--- config.mk ---
export PLATFORM = sky130hd
export DESIGN_NAME = vend_purchase_sequencer
export DESIGN_NICKNAME = d
export VERILOG_FILES = /design/src/rtl/vend_purchase_sequencer.sv
export SDC_FILE = /design/constraint.sdc
export NUM_CORES = 1
export LEC_CHECK = 0
export CAP_MARGIN = 25
export CORE_MARGIN = 2
export CORE_UTILIZATION = 44
export DETAILED_ROUTE_END_ITERATION = 7
export GPL_TIMING_DRIVEN = 0
export PLACE_DENSITY = 0.79
export SLEW_MARGIN = 20
export SYNTH_ARGS = -nofsm -noshare
export SYNTH_HDL_FRONTEND = slang
export SYNTH_SLANG_ARGS = --single-unit
--- constraint.sdc ---
create_clock -name CLK -period 1.5 [get_ports CLK]
set_input_delay 0.225 -clock CLK [delete_from_list [all_inputs] [get_ports CLK]]
set_output_delay 0.225 -clock CLK [all_outputs]
set_load 0.01 [all_outputs]
--- src/rtl/vend_purchase_sequencer.sv ---
// vend_purchase_sequencer: customer-side card/keypad/payment/door sequencer for the vending machine
// Ports: CLK/RESET_N (async active-low); START, ITEM, LOAD_BAL, BAL_IN from the panel;
// VEND, INVALID_SEL, FAILED_TRAN, COST from the machine; CARD_IN, KEY_PRESS, ITEM_CODE,
// VALID_TRAN, DOOR_OPEN to the machine; BUSY, DONE, RESULT, BALANCE status.
// Define VEND_SEQ_BALANCE_EN to enable the card balance (load, PAY check, VEND decrement).
module vend_purchase_sequencer #(
  parameter int KEY_GAP      = 2,
  parameter int DOOR_HOLD    = 2,
  parameter int RESP_TIMEOUT = 16,
  parameter int BAL_W        = 8
) (
  input  logic             CLK,
  input  logic             RESET_N,
  input  logic             START,
  input  logic [4:0]       ITEM,
  input  logic             LOAD_BAL,
  input  logic [BAL_W-1:0] BAL_IN,
  input  logic             VEND,
  input  logic             INVALID_SEL,
  input  logic             FAILED_TRAN,
  input  logic [2:0]       COST,
  output logic             CARD_IN,
  output logic             KEY_PRESS,
  output logic             VALID_TRAN,
  output logic             DOOR_OPEN,
  output logic [3:0]       ITEM_CODE,
  output logic             BUSY,
  output logic             DONE,
  output logic [1:0]       RESULT,
  output logic [BAL_W-1:0] BALANCE
);
`ifdef VEND_SEQ_BALANCE_EN
  localparam bit BAL_EN = 1'b1;
`else
  localparam bit BAL_EN = 1'b0;
`endif
  localparam int CW = $clog2(RESP_TIMEOUT + 8);
  typedef enum logic [3:0] {IDLE, CARD, KEY1, HOLD1, KEY2, HOLD2, WAIT_COST, PAY, WAIT_VEND, DOOR, FINISH} state_t;
  state_t           state_q;
  logic [CW-1:0]    cnt_q;
  logic [3:0]       ones_q;
  logic [1:0]       tens_q;
  logic [2:0]       cost_q;
  logic             declined_q;
  logic             card_q, key_q, vt_q, door_q, busy_q, done_q;
  logic [3:0]       code_q;
  logic [1:0]       result_q;
  logic [BAL_W-1:0] bal_q;
  logic [1:0]       tens;
  logic [4:0]       ones;
  logic [CW-1:0]    cnt_inc;
  logic             tmo, pay_ok;
  always_comb begin
    tens    = ITEM >= 5'd30 ? 2'd3 : ITEM >= 5'd20 ? 2'd2 : ITEM >= 5'd10 ? 2'd1 : 2'd0;
    ones    = ITEM - {tens, 3'b000} - {2'b00, tens, 1'b0};
    cnt_inc = cnt_q + CW'(cnt_q != '1);
    tmo     = cnt_q == CW'(RESP_TIMEOUT - 1);
    pay_ok  = !BAL_EN || bal_q >= BAL_W'(COST);
  end
  always_ff @(posedge CLK or negedge RESET_N) begin
    if (!RESET_N) begin
      state_q    <= IDLE;
      cnt_q      <= '0;
      ones_q     <= '0;
      tens_q     <= '0;
      cost_q     <= '0;
      declined_q <= 1'b0;
      card_q     <= 1'b0;
      key_q      <= 1'b0;
      vt_q       <= 1'b0;
      door_q     <= 1'b0;
      busy_q     <= 1'b0;
      done_q     <= 1'b0;
      code_q     <= '0;
      result_q   <= '0;
      bal_q      <= '0;
    end else begin
      done_q <= 1'b0;
      key_q  <= 1'b0;
      vt_q   <= 1'b0;
      case (state_q)
        IDLE: begin
          if (BAL_EN && LOAD_BAL) bal_q <= BAL_IN;
          if (START) begin
            state_q <= CARD;
            busy_q  <= 1'b1;
            card_q  <= 1'b1;
            cnt_q   <= '0;
            ones_q  <= ones[3:0];
            tens_q  <= tens;
          end
        end
        CARD:
          if (cnt_q == CW'(KEY_GAP - 1)) begin
            state_q <= KEY1;
            key_q   <= 1'b1;
            code_q  <= ones_q;
          end else cnt_q <= cnt_inc;
        KEY1: state_q <= HOLD1;
        HOLD1: begin
          state_q <= KEY2;
          key_q   <= 1'b1;
          code_q  <= {2'b00, tens_q};
        end
        KEY2: state_q <= HOLD2;
        HOLD2: begin
          state_q <= WAIT_COST;
          code_q  <= '0;
          cnt_q   <= '0;
        end
        WAIT_COST:
          if (INVALID_SEL || (COST == 3'd0 && tmo)) begin
            state_q  <= FINISH;
            done_q   <= 1'b1;
            card_q   <= 1'b0;
            result_q <= INVALID_SEL ? 2'd1 : 2'd3;
          end else if (COST != 3'd0) begin
            // the payment decision is made here so VALID_TRAN is registered in the PAY cycle
            state_q    <= PAY;
            card_q     <= 1'b0;
            cost_q     <= COST;
            vt_q       <= pay_ok;
            declined_q <= !pay_ok;
          end else cnt_q <= cnt_inc;
        PAY: begin
          state_q <= WAIT_VEND;
          cnt_q   <= '0;
        end
        WAIT_VEND:
          if (VEND && !declined_q) begin
            state_q <= DOOR;
            door_q  <= 1'b1;
            cnt_q   <= '0;
            if (BAL_EN) bal_q <= bal_q - BAL_W'(cost_q);
          end else if (FAILED_TRAN || tmo) begin
            state_q  <= FINISH;
            done_q   <= 1'b1;
            result_q <= (FAILED_TRAN || declined_q) ? 2'd2 : 2'd3;
          end else cnt_q <= cnt_inc;
        DOOR:
          if (cnt_q == CW'(DOOR_HOLD - 1)) begin
            state_q  <= FINISH;
            door_q   <= 1'b0;
            done_q   <= 1'b1;
            result_q <= 2'd0;
          end else cnt_q <= cnt_inc;
        FINISH: begin
          state_q <= IDLE;
          busy_q  <= 1'b0;
        end
        default: state_q <= IDLE;
      endcase
    end
  end
  assign CARD_IN    = card_q;
  assign KEY_PRESS  = key_q;
  assign VALID_TRAN = vt_q;
  assign DOOR_OPEN  = door_q;
  assign ITEM_CODE  = code_q;
  assign BUSY       = busy_q;
  assign DONE       = done_q;
  assign RESULT     = result_q;
  assign BALANCE    = bal_q;
endmodule

Yosys cells after proc, flatten, opt, wreduce, memory -nomap -nowiden

Index checks and enable logic that the tools add are counted.

Latch bits: 0
Bits in registers: 27
Output and inout bits: 20
Logic and storage cells: 110
Memory bits (read-only): 0
Input bits: 23
RAM bits: 0
Memories: 0

Reductions and logical operators: 22
$add $sub $neg: 3
Eq/ne operators: 26
Divide/modulo/power cells: 0
Shifts and indexed selects: 0
$lt $le $gt $ge: 3
Multipliers: 0
Bitwise logic cells: 0
Multiplexer cells: 44

Operator list:

| operator                                                 | count |
|---|---|
| case mux 4 bit (10 select lines)                         | 1 |
| 2-to-1 mux 4 bit                                         | 8 |
| 2-to-1 mux 5 bit                                         | 6 |
| case mux 5 bit (5 select lines)                          | 1 |
| != test 2 bit, second input constant                     | 10 |
| == test 4 x 3 -> 1 bit, second input constant            | 4 |
| 2-to-1 mux 1 bit                                         | 14 |
| 2-to-1 mux 2 bit                                         | 7 |
| == test 4 bit, second input constant                     | 3 |
| case mux 4 bit (3 select lines)                          | 1 |
| greater-or-equal comparator 5 bit, second input constant | 2 |
| AND reduction 5 bit                                      | 2 |
| != test 3 bit, second input constant                     | 3 |
| nonzero test 3 bit                                       | 3 |
| == test 4 x 2 -> 1 bit, second input constant            | 2 |
| case mux 1 bit (2 select lines)                          | 4 |
| case mux 2 bit (3 select lines)                          | 1 |
| AND reduction 2 bit                                      | 3 |
| AND reduction 3 bit                                      | 2 |
| AND reduction 6 bit                                      | 1 |
| nonzero test 2 bit                                       | 3 |
| adder 5 x 1 -> 5 bit                                     | 1 |
| == test 5 x 1 -> 1 bit, second input constant            | 1 |
| == test 5 x 4 -> 1 bit, second input constant            | 1 |
| 12 further kinds                                         | 14 |

Logic depth before layout (Yosys ltp)

Gate-level depths: netlist of run 1.

Depth in word-level cells: 6
Mapped depth: 8
Depth with buffers taken out: 8

Worst setup path after synthesis of run 1

Ideal clock, no wire load.

Kind: reg-to-reg
From: register cnt_q[3]
To: register cnt_q[4]
Period minus slack after synthesis: 1.634 ns
Data arrival time: 1.500 ns
Cell stages (with the launch flop): 8
Library setup time: 0.134 ns
Data required time: 1.366 ns
Path buffers: 0
Slack: -0.134 ns
Cells stage by stage: dfrtp_1 and3_1 nand3_1 ha_1 ha_1 nand3_1 a211oi_1 o22ai_2

Word-level cells in the longest chain between the ends: 5
Elaborated cells between the ends (all ways): 17
Those cells by class: add/sub (1); eq/ne (6); mux (6); reduce/logical (4)

Ends and longest elaborated chain:

| item                                                                   | line    | source |
|---|---|---|
| start, declared                                                        | 40      | `logic [CW-1:0] cnt_q;` |
| start signal, assigned                                                 | 98      | `end else cnt_q <= cnt_inc;` |
| start signal, assigned                                                 | 124     | `end else cnt_q <= cnt_inc;` |
| start signal, assigned                                                 | 139     | `end else cnt_q <= cnt_inc;` |
| != test 5 bit or == test 5 x 4 -> 1 bit (tied branches)                | 56, 57  |  |
| adder 5 x 1 -> 5 bit or logical AND 1 bit (tied branches)              | 56, 112 |  |
| 2-to-1 mux 5 bit (tied with other cells)                               | 135     | `end else if (FAILED_TRAN \|\| tmo) begin` |
| 2-to-1 mux 5 bit (tied with other cells)                               | 130     | `if (VEND && !declined_q) begin` |
| case mux 5 bit (5 select lines) or AND reduction 6 bit (tied branches) | -       |  |

Parallel ways exist; a longest one is shown, timed or not. The select of a mux whose other input is x is not followed.
A chain may end at the register's enable or synchronous reset.

Worst setup path after layout of run 1

From: register cnt_q[4]
To: register state_q[0]

Word-level cells in the longest chain between the ends: 5
Elaborated cells between the ends (all ways): 12
Those cells by class: eq/ne (6); mux (2); reduce/logical (4)

Ends and longest elaborated chain:

| item                                                                    | line | source |
|---|---|---|
| == test 5 x 4 -> 1 bit                                                  | 57   | `tmo = cnt_q == CW'(RESP_TIMEOUT - 1);` |
| logical AND 1 bit                                                       | 112  | `if (INVALID_SEL \|\| (COST == 3'd0 && tmo)) begin` |
| logical OR 1 bit                                                        | 112  |  |
| 2-to-1 mux 4 bit or != test 3 bit (tied branches)                       | -    |  |
| case mux 4 bit (10 select lines) or AND reduction 5 bit (tied branches) | -    |  |
| end signal, assigned                                                    | 85   | `state_q <= CARD;` |
| end signal, assigned                                                    | 113  | `state_q <= FINISH;` |
| end signal, assigned                                                    | 119  | `state_q <= PAY;` |
| end, declared                                                           | 39   | `state_t state_q;` |

Parallel ways exist; a longest one is shown, timed or not.

==> results of run 1 <==
-- what timing repair did --
item	CTS	global route
resized for setup	51	31
hold buffers	1	0
setup endpoints to repair	19	21
hold endpoints to repair	27	0
buffers inserted	21	6
cloned	1	0
pin swaps	23	9
-- final cells by class --
cell class	instances	area, um2	area share (%)
clock buffers	4	45.0	1.75
flip-flops and latches	27	683	26.5
multi-input cells	150	1170	45.4
inverters	12	45.0	1.75
repair buffers	53	477	18.5
plain buffers	14	97.6	3.78
well taps	48	60.1	2.33
-- cell families after synthesis --
group,Yosys count,synth area share (%)
XOR/XNOR,3,1.51
adder cells (fa/ha/maj),7,5.04
buffers and inverters,29,8.34
AO/OA/AOI/OAI,63,25.5
other,1,0.216
AND/OR/NAND/NOR,66,19.2
flip-flops,27,38.8
multiplexers,2,1.29
-- worst max-delay path: cells and delay by family, from the launching register on --
family / cells / cell delay, ns
flops: 1 / 0.42
compound gates: 3 / 0.49
simple gates: 2 / 0.67
-- per-layer routing --
metal	GRT usage, %	up-vias	wire (um)
met1	31.8	825	2150
li1	-	815	-
met5	0	-	0
met3	3.04	18	349
met4	10.5	0	187
met2	39.4	95	2460
-- power by group --
part / internal (mW) / switching, mW
clock network: 0.190 / 0.229
registers: 1.01 / 0.266
logic: 1.41 / 1.52
-- how the worst max path moves through the flow --
stage	startpoint	to	slack, ns
4_1_cts	cnt_q[4]	state_q[0]	-0.14
5_1_grt	state_q[2]	RESULT[1]	-0.23
2_1_floorplan	cnt_q[1]	state_q[0]	-0.07
3_5_place_dp	ITEM[1]	ones_q[2]	-0.59
3_3_place_gp	ITEM[1]	ones_q[2]	-0.57
6_report	cnt_q[4]	state_q[0]	-0.17
-- placed cells by master, fill, tap and decap left out, types with 3 or more instances in the layout --
cell type,count
sky130_fd_sc_hd__a211oi_2,3
sky130_fd_sc_hd__a21oi_1,10
sky130_fd_sc_hd__a22oi_2,3
sky130_fd_sc_hd__a31oi_1,3
sky130_fd_sc_hd__buf_4,30
sky130_fd_sc_hd__buf_6,7
sky130_fd_sc_hd__clkbuf_2,4
sky130_fd_sc_hd__clkbuf_8,3
sky130_fd_sc_hd__clkdlybuf4s50_1,15
sky130_fd_sc_hd__conb_1,8
sky130_fd_sc_hd__dfrtp_1,21
sky130_fd_sc_hd__dfrtp_2,6
sky130_fd_sc_hd__dlygate4sd2_1,3
sky130_fd_sc_hd__dlymetal6s2s_1,4
sky130_fd_sc_hd__ha_1,5
sky130_fd_sc_hd__inv_1,10
sky130_fd_sc_hd__nand2_1,19
sky130_fd_sc_hd__nand2b_1,3
sky130_fd_sc_hd__nand3_1,5
sky130_fd_sc_hd__nor2_1,13
sky130_fd_sc_hd__nor2_2,4
sky130_fd_sc_hd__nor3_1,5
sky130_fd_sc_hd__o21ai_0,9
sky130_fd_sc_hd__o21ai_1,9
sky130_fd_sc_hd__o22ai_1,3
sky130_fd_sc_hd__xor2_1,3
-- per-stage QoR --
stage,hold slack [ns],utilization [%]
after floorplan,-0.0706,-
after global placement,0.465,56.3
after detailed placement,0.266,56.1
after CTS,0.447,66.0
after global routing,0.417,68.9
final,0.346,68.9
-- Yosys cell counts, types with 2 or more instances --
cell type / instances
sky130_fd_sc_hd__a211oi_1: 4
sky130_fd_sc_hd__a21o_1: 2
sky130_fd_sc_hd__a21oi_1: 11
sky130_fd_sc_hd__a22oi_1: 3
sky130_fd_sc_hd__a31oi_1: 3
sky130_fd_sc_hd__and3_1: 2
sky130_fd_sc_hd__buf_2: 2
sky130_fd_sc_hd__buf_4: 9
sky130_fd_sc_hd__clkbuf_1: 6
sky130_fd_sc_hd__dfrtp_1: 27
sky130_fd_sc_hd__ha_1: 7
sky130_fd_sc_hd__inv_1: 12
sky130_fd_sc_hd__mux2_2: 2
sky130_fd_sc_hd__nand2_1: 20
sky130_fd_sc_hd__nand2b_1: 3
sky130_fd_sc_hd__nand3_1: 7
sky130_fd_sc_hd__nor2_1: 19
sky130_fd_sc_hd__nor3_1: 5
sky130_fd_sc_hd__o21ai_0: 16
sky130_fd_sc_hd__o21ai_1: 3
sky130_fd_sc_hd__o22ai_1: 3
sky130_fd_sc_hd__o22ai_2: 2
sky130_fd_sc_hd__o31ai_1: 2
sky130_fd_sc_hd__xor2_1: 3
-- registers in the layout, summed over array words and instances, names as in the netlist --
register    count
RESULT          2
KEY_PRESS       1
DONE            1
CARD_IN         1
BUSY            1
cnt_q           5
VALID_TRAN      1
tens_q          2
ITEM_CODE       4
DOOR_OPEN       1
state_q         4
ones_q          4
==> run summary, run 1 <==
### Synthesis
• 1740 um2 — netlist area before placement
• 38.8% — fraction of synthesized cell area taken by the top area cell type
• 49 — number of distinct library cells after synthesis
• 8 — warning count from the yosys run
• sky130_fd_sc_hd__dfrtp_1 — cell type with the largest total area after synthesis
• 27 — register bit total from synthesis
• 100% — async set-reset flop share out of synthesis
• 8.78 um2 — post-synthesis average cell area
• 0 — Post-synth EDFFs
• 198 — Gate Count Post-Synth
• sky130_fd_sc_hd__dfrtp_1 — Top FF cell, synth
• sky130_fd_sc_hd__dfrtp_1 39%, sky130_fd_sc_hd__ha_1 5.0%, sky130_fd_sc_hd__o21ai_0 4.6% — synth top area cells
• 38.8% — sequential fraction of the synthesis area

### Floorplan
• 66.9 um — floorplan die width
• 3740 um2 — area of the core
• 22 — placement row count
• 4470 um2 — area of the die
• 43 — top-level port count
• 66.9 um — Die H
• 46.5% — Initial Utilization

### CTS
• 1 — CTS H-tree lvls
• sky130_fd_sc_hd__clkbuf_8 — CTS Root Cell
• 27 — # clock sinks
• 0.27 ns — Worst-Skew Late Latency
• built — TritonCTS clock tree
• 2 — number of buffers between clock root and the deepest sink
• 3 — clock buffers created by TritonCTS
• 0.10 ns — Reg clk slew, reported paths

### Setup path
• sky130_fd_sc_hd__or4_4 — cell at the slowest stage of the critical path
• cnt_q[4] — launch instance of the worst register-to-register path
• -0.17 ns — minimum setup slack among reg-to-reg paths
• 1.69 ns — required time of the critical path
• flop — startpoint kind of the worst setup timing path
• 5 — worst r2r path cells
• 6 — maximum fanout along the worst path
• 0.50 ns — Largest stage delay, worst path
• reg2reg — WS Path Type
• state_q[0] — capture point of the worst reg-to-reg path
• flop — sort of element at the end of the critical path
• nand2b_4 -> or4_4 -> a21oi_4 -> o221ai_2 -> o22ai_1 — cells along the critical path
• 1.86 ns — arrival time worst endpoint

### Min path
• in2reg — worst hold-check path type
• 3 — Worst Hold Path Cells
• ones_q[0] — worst hold path endpoint
• ITEM[1] — worst hold path startpoint

### Timing
• 0 — final hold violation count
• 0 — total count of max-transition violations in the final report
• 112% — post-route fraction of the period consumed by the critical path
• true — RSZ-0062 raised after global routing
• 1.67 ns — Period minus WS final
• 60.2% — Max-Slew Margin vs Limit
• 16 — final number of setup-violating endpoints
• -0.174 ns — post-route setup slack
• 0.00622 ns — final worst clock skew
• 597 MHz — Peak Freq
• 0.597 ns — worst-margin pin slew
• -1.73 ns — Total Neg Setup Slack

### Flow run
• 0 — # Max-Cap Violations

### Cells and area
• 37.3% — ratio of cells with drive above 1 in the final layout
• 308 — final std cells w/o fill
• 48.3% — area growth from synthesis to final layout
• 2580 um2 — Design Area, Final
• 291 — Net count, final
• 282 — # fillers
• 0 — Antenna diodes

### Route
• 16.7 um — wire per inst
• 0 — number of nets still failing antenna checks after routing
• 0 — Post-route DRC
• 5.69 — vias per inst
• 5.15 mm — overall routed net length
• 1,753 — via count
• 5 — count of TritonRoute iterations in the first routing pass
• 218 — DRC violation total after the first TritonRoute iteration

### GRT
• 24.1% — gr usage total
• 28 — largest net degree at the start of global routing
• 0 — number of antenna violations at the first check in global routing
• 0 — aggregate global routing overflow
• 1,688 — via count of the first global-routing pass
• 8.19 mm — global-route wire length before repair

### Power
• 1.13 nW — Leak Pwr
• 0.993 mV — Peak supply drop
• 1790 nW/um2 — power per unit of standard cell area
• 4.63 mW — overall power consumption

### Placement
• 25 — count of buffers from port buffering
• 0.906 — RePlAce Congestion
• 2100 um2 — Post-DP Area
• 2.73 mm — HPWL Detailed
• -0.587 ns — dpl ws
• 278 — # placed instances

### Outcome
• setup timing — failing checks
• finished, violations left — status

Power figures use the tool's default switching activity.
==> inputs of run 2 (changes only) <==
- CORE_UTILIZATION: 44 -> 53
- PLACE_DENSITY: 0.79 -> 0.89
- clock period: 1.5 -> 2.05 ns (I/O delays scaled with it)
==> run 2 against run 1 <==
  * The run now ends clean
  * Global-route usage down 2.6 points
  * Via count decreased by 11%
  * Wire length is 29% lower
  * Sequential share of layout area increased by 5.6 points
  * Final cell count down 9.4%
  * Critical path depth unchanged
  * Total power decreased by 44%
  * Fmax decreased by 12%
  * Flip-flop and latch count stayed put
  * Non-clock buffer count shrank 24
  * Die area fell by 16%
  * First-iteration DRC count decreased by 54%
  * Highest routed layer unchanged
==> run summary, run 2 (synthesis results as in run 1) <==
### Outcome
• finished clean — status

### Timing
• 92.9% — post-route fraction of the period consumed by the critical path
• 0 — final number of setup-violating endpoints
• 58.6% — Max-Slew Margin vs Limit
• 0 — total count of max-transition violations in the final report
• false — RSZ-0062 raised after global routing
• 1.90 ns — Period minus WS final
• 0.146 ns — post-route setup slack
• 0 — final hold violation count
• 0.616 ns — worst-margin pin slew
• 0.00564 ns — final worst clock skew
• 525 MHz — Peak Freq

### Power
• 57.3% — combinational group share of total power
• 0.920 nW — Leak Pwr
• 9.3% — Clk network pwr share
• 1.15 mW — net load switching power
• 44.0% — Switching Fraction
• 1.46 mW — internal power
• 1240 nW/um2 — power per unit of standard cell area
• 0.622 mV — Peak supply drop
• 2.61 mW — overall power consumption
• 33.4% — Reg power frac

### Setup path
• flop — startpoint kind of the worst setup timing path
• 0.15 ns — minimum setup slack among reg-to-reg paths
• 5 — worst r2r path cells
• nand2b_4 -> nor4_2 -> a221o_1 -> or2_4 -> o22ai_2 — cells along the critical path
• 7 — maximum fanout along the worst path
• flop — sort of element at the end of the critical path
• cnt_q[4] — capture point of the worst reg-to-reg path
• cnt_q[4] — launch instance of the worst register-to-register path
• 2.28 ns — required time of the critical path
• 0.46 ns — Largest stage delay, worst path
• 2.14 ns — arrival time worst endpoint
• reg2reg — WS Path Type
• sky130_fd_sc_hd__dfrtp_1 — cell at the slowest stage of the critical path

### Cells and area
• cnt_q — Reg with most FFs
• sky130_fd_sc_hd__dfrtp_1 — leading cell type in the layout, fill and taps excluded
• 2110 um2 — Design Area, Final
• 27 x sky130_fd_sc_hd__dfrtp_1, 24 x sky130_fd_sc_hd__clkdlybuf4s50_1, 20 x sky130_fd_sc_hd__nand2_1 — commonest cells after routing, fill and taps aside
• 266 — Net count, final
• 0 — Antenna diodes
• 13.6% — ratio of cells with drive above 1 in the final layout
• 279 — final std cells w/o fill
• 252 — # fillers
• 68.4% — utilization of the core after routing
• 21.1% — area growth from synthesis to final layout
• 5 — number of flip-flops under the largest register name

### GRT
• 28 — largest net degree at the start of global routing
• 1,396 — via count of the first global-routing pass
• 6.00 mm — global-route wire length before repair
• 0 — aggregate global routing overflow
• 0 — number of antenna violations at the first check in global routing
• 21.5% — gr usage total

### Route
• 0 — number of nets still failing antenna checks after routing
• 5.58 — vias per inst
• 4 — count of TritonRoute iterations in the first routing pass
• 100 — DRC violation total after the first TritonRoute iteration
• 1,558 — via count
• 3.66 mm — overall routed net length
• 0 — Post-route DRC
• 13.1 um — wire per inst

### Min path
• in2async — worst hold-check path type

### CTS
• built — TritonCTS clock tree
• 2 — number of buffers between clock root and the deepest sink
• 0 — post-CTS setup buffer count
• 1 — CTS H-tree lvls
• 3 — clock buffers created by TritonCTS
• sky130_fd_sc_hd__clkbuf_4 — CTS Root Cell
• 0.33 ns — Worst-Skew Late Latency
• 27 — # clock sinks
• 0.15 ns — Reg clk slew, reported paths

### Placement
• -0.170 ns — dpl ws
• 274 — # placed instances
• 25 — count of buffers from port buffering
• 2.81 mm — HPWL Detailed
• 2070 um2 — Post-DP Area
• 0.889 — RePlAce Congestion

### Floorplan
• 56.5% — Initial Utilization
• 61.3 um — Die H
• 3760 um2 — area of the die
• 20 — placement row count
• 3080 um2 — area of the core
• 61.3 um — floorplan die width
• 43 — top-level port count

### Flow run
• 0 — # Max-Cap Violations

run 2: cell types whose count changed in the layout (fill, tap and decap cells not counted), sizes merged:
cell	delta
o22ai	-1
clkinvlp	+1
dlymetal6s2s	-4
dlygate4sd2	-3
clkdlybuf4s50	+9
buf	-27
run 2: worst max-delay path: cells and delay by family, from the launching register on:
kind,cells,cell delay (ns)
AOI/OAI and AO/OA,2,0.49
DFF,1,0.46
and+or+nand+nor,3,0.83
run 2: worst max-delay path by stage:
stage,slack (ns),end,depth (start not counted),from
final,0.15,cnt_q[4],5,cnt_q[4]
after detailed placement,-0.17,ones_q[2],7,ITEM[1]
after global placement,-0.11,ones_q[2],7,ITEM[1]
after CTS,0.15,cnt_q[4],5,cnt_q[4]
after floorplan,0.42,cnt_q[4],7,cnt_q[3]
after global routing,0.07,cnt_q[4],5,cnt_q[4]
run 2: power groups by stage:
stage | clock, mW | sequential [mW] | combinational (mW)
after floorplan | 0 | 0.884 | 1.02
after global placement | 0 | 0.871 | 1.45
after detailed placement | 0 | 0.878 | 1.48
after CTS | 0.248 | 0.869 | 1.48
after global routing | 0.269 | 0.893 | 1.65
final | 0.242 | 0.872 | 1.50
run 2: area by class of cell:
class	instances	area, um2	share of cell area (%)
Buffer	17	100	4.75
Clock buffer	3	22.5	1.07
Clock inverter	1	7.51	0.357
Inverter	12	45.0	2.14
Multi-Input combinational cell	149	945	44.9
Sequential cell	27	676	32.1
Tap cell	44	55.1	2.61
Timing Repair Buffer	26	255	12.1
run 2: per-stage QoR:
| stage | hold slack (ns) | TNS (ns) |
|---|---|---|
| final | 0.498 | 0 |
| after detailed placement | 0.344 | -0.528 |
| after floorplan | 0.0119 | 0 |
| after global placement | 0.465 | -0.296 |
| after global routing | 0.538 | 0 |
| after CTS | 0.506 | 0 |
run 2: timing repair:
action,4_1_cts,5_1_grt
gates resized for setup,0,0
hold buffers,1,0
endpoints found under the hold margin,27,0
setup endpoints to repair,0,0
run 2: layer usage:
layer | GRT usage [%] | share of wire, % | vias up
li1 | - | - | 763
met1 | 28.8 | 46 | 718
met2 | 35.3 | 46 | 65
met3 | 2.10 | 5.1 | 12
met4 | 9.63 | 2.7 | 0
met5 | 0 | 0 | -
==> inputs of run 3 (changes only) <==
- CORE_UTILIZATION: 53 -> 55
- CTS_BUF_LIST: not set -> sky130_fd_sc_hd__clkbuf_4
- PLACE_DENSITY: 0.89 -> 0.92
==> run 3 against run 2 <==
  * Design area rose by 0.53%
  * Global-route usage rose by 0.76 points
  * Clock skew barely moved
  * Final cell count did not move
  * Die area fell by 3.4%
  * Non-clock buffer count did not move
  * Total power rose by 1.1%
  * Critical endpoint is now ones_q[2]
==> run summary, run 3 (synthesis results as in run 1) <==
### Floorplan
• 60.2 um — floorplan die width
• 20 — placement row count
• 3030 um2 — area of the core
• 57.4% — Initial Utilization
• 3630 um2 — area of the die
• 60.2 um — Die H
• 43 — top-level port count

### Min path
• in2async — worst hold-check path type

### Power
• 1250 nW/um2 — power per unit of standard cell area
• 44.3% — Switching Fraction
• 1.47 mW — internal power
• 57.8% — combinational group share of total power
• 0.927 nW — Leak Pwr
• 1.17 mW — net load switching power
• 0.642 mV — Peak supply drop
• 33.0% — Reg power frac
• 9.2% — Clk network pwr share

### Route
• 0 — Post-route DRC
• 13.3 um — wire per inst
• 1.70 mm — routed length on met1
• 0 — number of nets still failing antenna checks after routing
• 3.71 mm — overall routed net length
• 76 — DRC violation total after the first TritonRoute iteration
• 4 — count of TritonRoute iterations in the first routing pass
• 1.71 mm — routed wl met2
• 195 um — Met3 Routed Length
• 1,532 — via count
• met4 — top layer used by detailed routing
• 5.49 — vias per inst

### Cells and area
• 14.0% — ratio of cells with drive above 1 in the final layout
• 27 x sky130_fd_sc_hd__dfrtp_1, 24 x sky130_fd_sc_hd__clkdlybuf4s50_1, 20 x sky130_fd_sc_hd__nand2_1 — commonest cells after routing, fill and taps aside
• 5 — number of flip-flops under the largest register name
• 21.7% — area growth from synthesis to final layout
• 279 — final std cells w/o fill
• 0 — Antenna diodes
• 266 — Net count, final
• sky130_fd_sc_hd__dfrtp_1 — leading cell type in the layout, fill and taps excluded
• cnt_q — Reg with most FFs

### Timing
• 1.88 ns — Period minus WS final
• 0.503 ns — post-route worst hold slack
• 0 — final number of setup-violating endpoints
• 0 — total count of max-transition violations in the final report
• 0.00589 ns — final worst clock skew
• 0 — final hold violation count
• 0.578 ns — worst-margin pin slew
• 91.8% — post-route fraction of the period consumed by the critical path
• 532 MHz — Peak Freq
• false — RSZ-0062 raised after global routing
• 61.5% — Max-Slew Margin vs Limit

### CTS
• built — TritonCTS clock tree
• sky130_fd_sc_hd__clkbuf_4 — CTS Root Cell
• 0.34 ns — Worst-Skew Late Latency
• 2 — number of buffers between clock root and the deepest sink
• 0 — post-CTS setup buffer count
• 27 — # clock sinks
• 3 — clock buffers created by TritonCTS
• 0.15 ns — Reg clk slew, reported paths
• 1 — CTS H-tree lvls

### GRT
• 0 — aggregate global routing overflow
• 28 — largest net degree at the start of global routing
• 22.2% — gr usage total
• 6.08 mm — global-route wire length before repair
• 0 — number of antenna violations at the first check in global routing
• 1,375 — via count of the first global-routing pass

### Placement
• 274 — # placed instances
• 0.874 — RePlAce Congestion
• 2.70 mm — HPWL Detailed
• 25 — count of buffers from port buffering

### Setup path
• 0.22 ns — minimum setup slack among reg-to-reg paths
• in2reg — WS Path Type
• 2.32 ns — required time of the critical path
• input port — startpoint kind of the worst setup timing path
• 6 — maximum fanout along the worst path
• 2.15 ns — arrival time worst endpoint
• flop — sort of element at the end of the critical path

### Flow run
• 0 — # Max-Cap Violations

### Outcome
• finished clean — status

run 3: cell count changes in the layout (fill, tap and decap cells not counted):
cell,previous run,this run
sky130_fd_sc_hd__a211oi_2,0,1
sky130_fd_sc_hd__clkinvlp_4,1,0
sky130_fd_sc_hd__nor4_4,0,1
sky130_fd_sc_hd__a211oi_1,4,3
sky130_fd_sc_hd__nor4_2,1,0
sky130_fd_sc_hd__clkinv_2,0,1
run 3: worst paths after layout:
check / cells past startpoint / start / end
worst max-delay path: 7 / ITEM[1] / ones_q[2]
worst min-delay path: 2 / RESET_N / cnt_q[0]
worst max register to register: 7 / cnt_q[3] / cnt_q[4]
worst min register to register: 2 / ones_q[2] / ones_q[2]
max in group asynchronous: 2 / RESET_N / BUSY
min in group CLK: 2 / ones_q[2] / ones_q[2]
run 3: cell type report:
| class | count | area [um2] |
|---|---|---|
| plain buffers | 17 | 100 |
| clock buffers | 3 | 22.5 |
| clock inverters | 1 | 5.00 |
| fillers | 232 | 911 |
| inverters | 12 | 45.0 |
| multi-input cells | 149 | 958 |
| flip-flops and latches | 27 | 676 |
| well taps | 44 | 55.1 |
| repair buffers | 26 | 255 |
run 3: timing repair:
action	CTS	global route
hold buffers	1	0
endpoints found under the setup margin	0	1
endpoints found under the hold margin	27	0
gates resized for setup	0	2
run 3: metal layers:
metal,vias to the layer above,global-route usage (%)
met2,57,35.6
met5,-,0
li1,764,-
met1,702,30.3
met3,9,2.38
met4,0,9.84
run 3: critical path: stages:
cell and delay (ns):
sky130_fd_sc_hd__clkdlybuf4s50_1 0.52, sky130_fd_sc_hd__ha_1 0.24, sky130_fd_sc_hd__o31a_1 0.30, sky130_fd_sc_hd__o221a_2 0.29
sky130_fd_sc_hd__ha_1 0.21, sky130_fd_sc_hd__xor2_1 0.14, sky130_fd_sc_hd__o21ai_0 0.14
run 3: per-stage QoR:
| stage | instance area, um2 | setup TNS [ns] | utilization [%] | setup slack, ns | power [mW] |
|---|---|---|---|---|---|
| 6_report | 2120 | 0 | 69.9 | 0.169 | 2.64 |
| 5_1_grt | 2120 | 0 | 69.9 | 0.0437 | 2.84 |
| 4_1_cts | 2100 | 0 | 69.5 | 0.161 | 2.59 |
| 3_5_place_dp | 2070 | -0.648 | 68.2 | -0.203 | 2.35 |
| 3_3_place_gp | 2070 | -0.257 | 68.4 | -0.109 | 2.32 |
| 2_1_floorplan | 1770 | 0 | - | 0.416 | 1.90 |
run 3: power groups by stage:
stage	Clock [mW]	Sequential, mW	Combinational, mW
final	0.242	0.870	1.53
after global routing	0.261	0.893	1.68
after CTS	0.241	0.864	1.48
after detailed placement	0	0.874	1.48
after global placement	0	0.869	1.45
after floorplan	0	0.884	1.02
